### config.mk
export PLATFORM = sky130hd
export DESIGN_NAME = game_state_sequencer
export DESIGN_NICKNAME = d
export VERILOG_FILES = /design/src/rtl/game_state_sequencer.sv
export SDC_FILE = /design/constraint.sdc
export NUM_CORES = 1
export LEC_CHECK = 0
export ABC_CLOCK_PERIOD_IN_PS = 6720
export BUFFER_PORTS_ARGS = -buffer_cell sky130_fd_sc_hd__buf_2
export CORE_MARGIN = 4
export CORE_UTILIZATION = 55
export CTS_CLUSTER_SIZE = 40
export DETAILED_ROUTE_END_ITERATION = 16
export GPL_ROUTABILITY_DRIVEN = 0
export HOLD_SLACK_MARGIN = 0.02
export PLACE_DENSITY = 0.74
export SKIP_CTS_REPAIR_TIMING = 1
export SLEW_MARGIN = 40
export SYNTH_ARGS = -nofsm -noshare
export SYNTH_HDL_FRONTEND = slang
export SYNTH_SLANG_ARGS = --single-unit
### constraint.sdc
create_clock -name CLK -period 6.72 [get_ports CLK]
set_input_delay 1.344 -clock CLK [delete_from_list [all_inputs] [get_ports CLK]]
set_output_delay 1.344 -clock CLK [all_outputs]
set_load 0.005 [all_outputs]
### src/rtl/game_state_sequencer.sv
// rtl/game_state_sequencer.sv - game tick generator and life/invincibility sequencer
//
// Ports:
//   CLK         system clock, rising edge
//   RESET       asynchronous active-high reset
//   START       start button level (synchronous to CLK)
//   COLLIDE     square/block overlap level
//   TICK        one-cycle game tick strobe, every TICK_DIV cycles
//   GAME_READY  high while waiting for a start event
//   HURT        one-cycle pulse per accepted hit
//   INVINCIBLE  high during the post-hit invincibility window
//   RECOVER     one-cycle pulse when invincibility ends
//   OVER        high while the game is over
//   LIVES_LEFT  remaining lives

module game_state_sequencer #(
  parameter int TICK_DIV  = 1000000,
  parameter int LIVES     = 3,
  parameter int INV_TICKS = 60
) (
  input  logic       CLK,
  input  logic       RESET,
  input  logic       START,
  input  logic       COLLIDE,
  output logic       TICK,
  output logic       GAME_READY,
  output logic       HURT,
  output logic       INVINCIBLE,
  output logic       RECOVER,
  output logic       OVER,
  output logic [2:0] LIVES_LEFT
);

  localparam int CW = (TICK_DIV > 1) ? $clog2(TICK_DIV) : 1;

  typedef enum logic [1:0] {
    S_IDLE = 2'd0,
    S_RUN  = 2'd1,
    S_INV  = 2'd2,
    S_OVER = 2'd3
  } state_t;

  state_t        state;
  logic [CW-1:0] tick_cnt;
  logic [7:0]    inv_timer;
  logic          start_q;
  logic          start_evt;

  // Free-running tick divider; runs regardless of game state.
  always_ff @(posedge CLK or posedge RESET) begin
    if (RESET) begin
      tick_cnt <= '0;
    end else if (tick_cnt == CW'(TICK_DIV - 1)) begin
      tick_cnt <= '0;
    end else begin
      tick_cnt <= tick_cnt + CW'(1);
    end
  end

  // Count is zero while in reset, so TICK is low there as well.
  assign TICK = (tick_cnt == CW'(TICK_DIV - 1));

  // History resets to 1 so a button held through reset release is not an event.
  always_ff @(posedge CLK or posedge RESET) begin
    if (RESET) begin
      start_q <= 1'b1;
    end else begin
      start_q <= START;
    end
  end

  assign start_evt = START & ~start_q;

  always_ff @(posedge CLK or posedge RESET) begin
    if (RESET) begin
      state      <= S_IDLE;
      inv_timer  <= 8'd0;
      LIVES_LEFT <= 3'(LIVES);
      GAME_READY <= 1'b1;
      HURT       <= 1'b0;
      INVINCIBLE <= 1'b0;
      RECOVER    <= 1'b0;
      OVER       <= 1'b0;
    end else begin
      HURT    <= 1'b0;
      RECOVER <= 1'b0;
      case (state)
        S_IDLE: begin
          GAME_READY <= 1'b1;
          if (start_evt) begin
            state      <= S_RUN;
            LIVES_LEFT <= 3'(LIVES);
            GAME_READY <= 1'b0;
          end
        end
        S_RUN: begin
          if (COLLIDE) begin
            HURT <= 1'b1;
            // Last life (or defensively none left): clamp at zero.
            if (LIVES_LEFT <= 3'd1) begin
              LIVES_LEFT <= 3'd0;
              state      <= S_OVER;
              OVER       <= 1'b1;
            end else begin
              LIVES_LEFT <= LIVES_LEFT - 3'd1;
              inv_timer  <= 8'(INV_TICKS);
              state      <= S_INV;
              INVINCIBLE <= 1'b1;
            end
          end
        end
        S_INV: begin
          // COLLIDE is deliberately not looked at here, including on the
          // expiring tick; the first RUN cycle is the first that can hit.
          if (TICK) begin
            if (inv_timer <= 8'd1) begin
              inv_timer  <= 8'd0;
              state      <= S_RUN;
              INVINCIBLE <= 1'b0;
              RECOVER    <= 1'b1;
            end else begin
              inv_timer <= inv_timer - 8'd1;
            end
          end
        end
        S_OVER: begin
          OVER <= 1'b1;
          if (start_evt) begin
            state      <= S_IDLE;
            OVER       <= 1'b0;
            GAME_READY <= 1'b1;
            LIVES_LEFT <= 3'(LIVES);
          end
        end
        default: begin
          state <= S_IDLE;
        end
      endcase
    end
  end

endmodule

==> flow_summary.ini <==
[setup_path]
critical_path.top_delay_family = simple AND/OR/NAND/NOR gates
path_buf_inv = 2
cp_slowest_cell = or4b_1
crit_chain = or4b_1 -> nor4_1 -> nand2b_1 -> inv_2 -> buf_2
r2r_setup_slack_ns = 4.14
max_stage_delay_ns = 0.54
worstPathArrival_ns = 2.21
cp-end-kind = output pin
cp_num_cells = 5
critPathMaxFanout = 10
r2r_end = inv_timer[1]
required_ns = 5.38
ff2ff_path_depth = 5
start_kind = flip-flop
rr_startpoint = tick_cnt[12]
crit_type = reg -> out

[yosys]
ys_types = 49
synth-edff-count = 0
synth_top_area_share_pct = 43.2
synth_seq_area_share_pct = 48.4
syn_nets = 216
ys_seq_elements = 39
synth-main-ff-cell = dfrtp_1
mappedNetlistArea_um2 = 2030
synth.area.top_cells = dfrtp_1 (43%), ha_1 (5.6%), dfstp_2 (5.2%)
yosys_warnings = 0
async_reset_ff_share_pct = 100
synth_cells = 203
yosysTopAreaCell = dfrtp_1
avgSynthCellArea_um2 = 9.98

[sta]
fin_worst_skew_ns = 0.0101
tns_ns = 0
final-setup-viol-count = 0
fin_crit_ns = 3.56
timing.slew.headroom_pct = 55.2
slew_violations = 0
hold_ws_ns = 0.503
max_freq_mhz = 281
rsz0062_at_grt = false
period_share_pct = 52.9
finalHoldViolCount = 0
tightest_slew_ns = 0.667

[floorplanning]
core_um2 = 3440
initial_core_util_pct = 58.9
row_count = 21
die_w_um = 68.7
ios = 13
die_y_um = 68.7
die-area_um2 = 4720

[grt]
grt-busiest-layer = met2
grt-ovfl-total = 0
antenna_found_initial = 0
grt_start_max_net_pins = 35
grt_pass1_wl_um = 7070
track_usage_pct = 20.4
grtUsageMet3_pct = 5.19
met1_usage_pct = 24.8
grt_pass1_vias = 1536
grt_use_met2_pct = 34.3

[cells_and_area]
final_util_pct = 65.7
area_growth_pct = 11.6
n_fill_cell = 281
drive_gt1_share_pct = 16.7
final_cell_area_um2 = 2260
fin_nets = 233
n_antenna_cell = 0

[min_path]
hp-class = reg -> reg
hold_end = tick_cnt[18]
min_from = tick_cnt[18]
hold_depth = 1

[placed_design]
hpwl_um = 2900
portBuffers = 12
postPlaceCellArea_um2 = 2140

[outcome]
status = finished clean

[detailed_routing]
dr.pass1.iters = 4
drtIter0Drc = 129
routedWlPerCell_um = 14.8
wl_um = 3960
avgViaCountPerCell = 5.80
vias = 1549
route.detailed.drc = 0
antenna_left = 0

[run]
maxCapViolCount = 0

[clock_tree]
clk_latency_ns = 0.29
clkTransAtPathRegs_ns = 0.08
cts-root-buf = clkbuf_8
numCtsBuffers = 5
cts_buffer_depth = 2
cts_tree = yes
cts_max_level = 2
cts_sinks = 39

[pwr]
p_leak_nw = 1.00
peakVddDrop_v = 0.000151
finalPower_mw = 0.681
powerDensity_nw_per_um2 = 301
## cell usage in the layout (no fill, tap or decap), drive strengths merged, types with 3 or more instances in the layout
cell type	Yosys	routed
a21boi	3	3
a21oi	4	4
buf	1	13
clkbuf	2	6
dfrtp	35	35
dfstp	4	4
ha	9	9
inv	12	12
mux2i	3	3
nand2	14	14
nand3	12	12
nand4	6	6
nor2	17	17
nor3	6	6
nor4	3	3
o21ai	18	18
o31ai	3	3
or4b	3	3
xnor2	6	6
xor2	8	8
## per-stage QoR
stage / worst slack [ns] / instances
3_5_place_dp: 3.46 / 259
6_report: 3.16 / 267
3_3_place_gp: 3.53 / 259
4_1_cts: 3.13 / 267
5_1_grt: 3.01 / 267
2_1_floorplan: 3.81 / 203
## worst reg2reg max path, stage by stage (launching register included)
cell and delay (ns):
dfrtp_1 0.43, or4b_1 0.54, or4_4 0.57, nor3_1 0.54
nand3_1 0.21, o22ai_1 0.21
## cell type report
type / count / area [µm²] / area share [%]
Clock buffer: 6 / 82.6 / 3.65
Timing Repair Buffer: 13 / 67.6 / 2.99
Inverter: 12 / 45.0 / 1.99
Clock inverter: 2 / 35.0 / 1.55
Tap cell: 46 / 57.6 / 2.55
Sequential cell: 39 / 981 / 43.4
Multi-Input combinational cell: 149 / 992 / 43.9
## synthesized netlist by cell type, types with 2 or more instances
cell and number:
nor4_1 3, xnor2_1 6, nand2b_1 2, and2_1 2, nand4_1 6, or2_2 2
dfrtp_1 35, clkbuf_1 2, mux2i_1 3, xor2_1 8, o31ai_1 3, o2bb2ai_1 2
o21ai_0 18, a21boi_0 3, a21oi_1 4, o211ai_1 2, nor3_1 6, nor2_1 17
dfstp_2 4, nor2b_1 2, nand3_1 12, ha_1 9, a41oi_1 2, nand2_1 14
a31oi_1 2, inv_1 11
## state kept, by name, summed over array words and instances (netlist names)
signal      count
INVINCIBLE      1
OVER            1
tick_cnt       20
HURT            1
start_q         1
state           2
LIVES_LEFT      3
GAME_READY      1
RECOVER         1
inv_timer       8
## how the worst max path moves through the flow
stage / start / endpoint / slack (ns)
2_1_floorplan: tick_cnt[0] / TICK / 3.81
3_3_place_gp: tick_cnt[15] / TICK / 3.53
3_5_place_dp: tick_cnt[15] / TICK / 3.46
4_1_cts: tick_cnt[15] / TICK / 3.13
5_1_grt: tick_cnt[15] / TICK / 3.01
6_report: tick_cnt[12] / TICK / 3.16
## cells by family after synthesis
logic type / count (synthesis) / share of synthesized area [%]
multiplexers: 4 / 2.04
AND/OR/NAND/NOR: 77 / 20.5
AO/OA/AOI/OAI: 45 / 14.6
flip-flops: 39 / 48.4
buffers and inverters: 15 / 2.84
XOR/XNOR: 14 / 6.05
adder cells (fa/ha/maj): 9 / 5.56
## routing by layer
| layer | wire length [µm] | part of all wire (%) | vias up |
|---|---|---|---|
| met5 | 0 | 0 | - |
| met4 | 55 | 1.4 | 0 |
| met3 | 171 | 4.3 | 8 |
| met2 | 2000 | 50 | 30 |
| met1 | 1740 | 44 | 749 |
| li1 | - | - | 762 |
## report_power, final
part | switching, mW | total [mW] | leakage (nW) | internal [mW]
Combinational | 0.119 | 0.200 | 0.462 | 0.0816
Clock | 0.0800 | 0.200 | 0.0612 | 0.120
Sequential | 0.0186 | 0.280 | 0.479 | 0.261
Power figures use the tool's default switching activity.
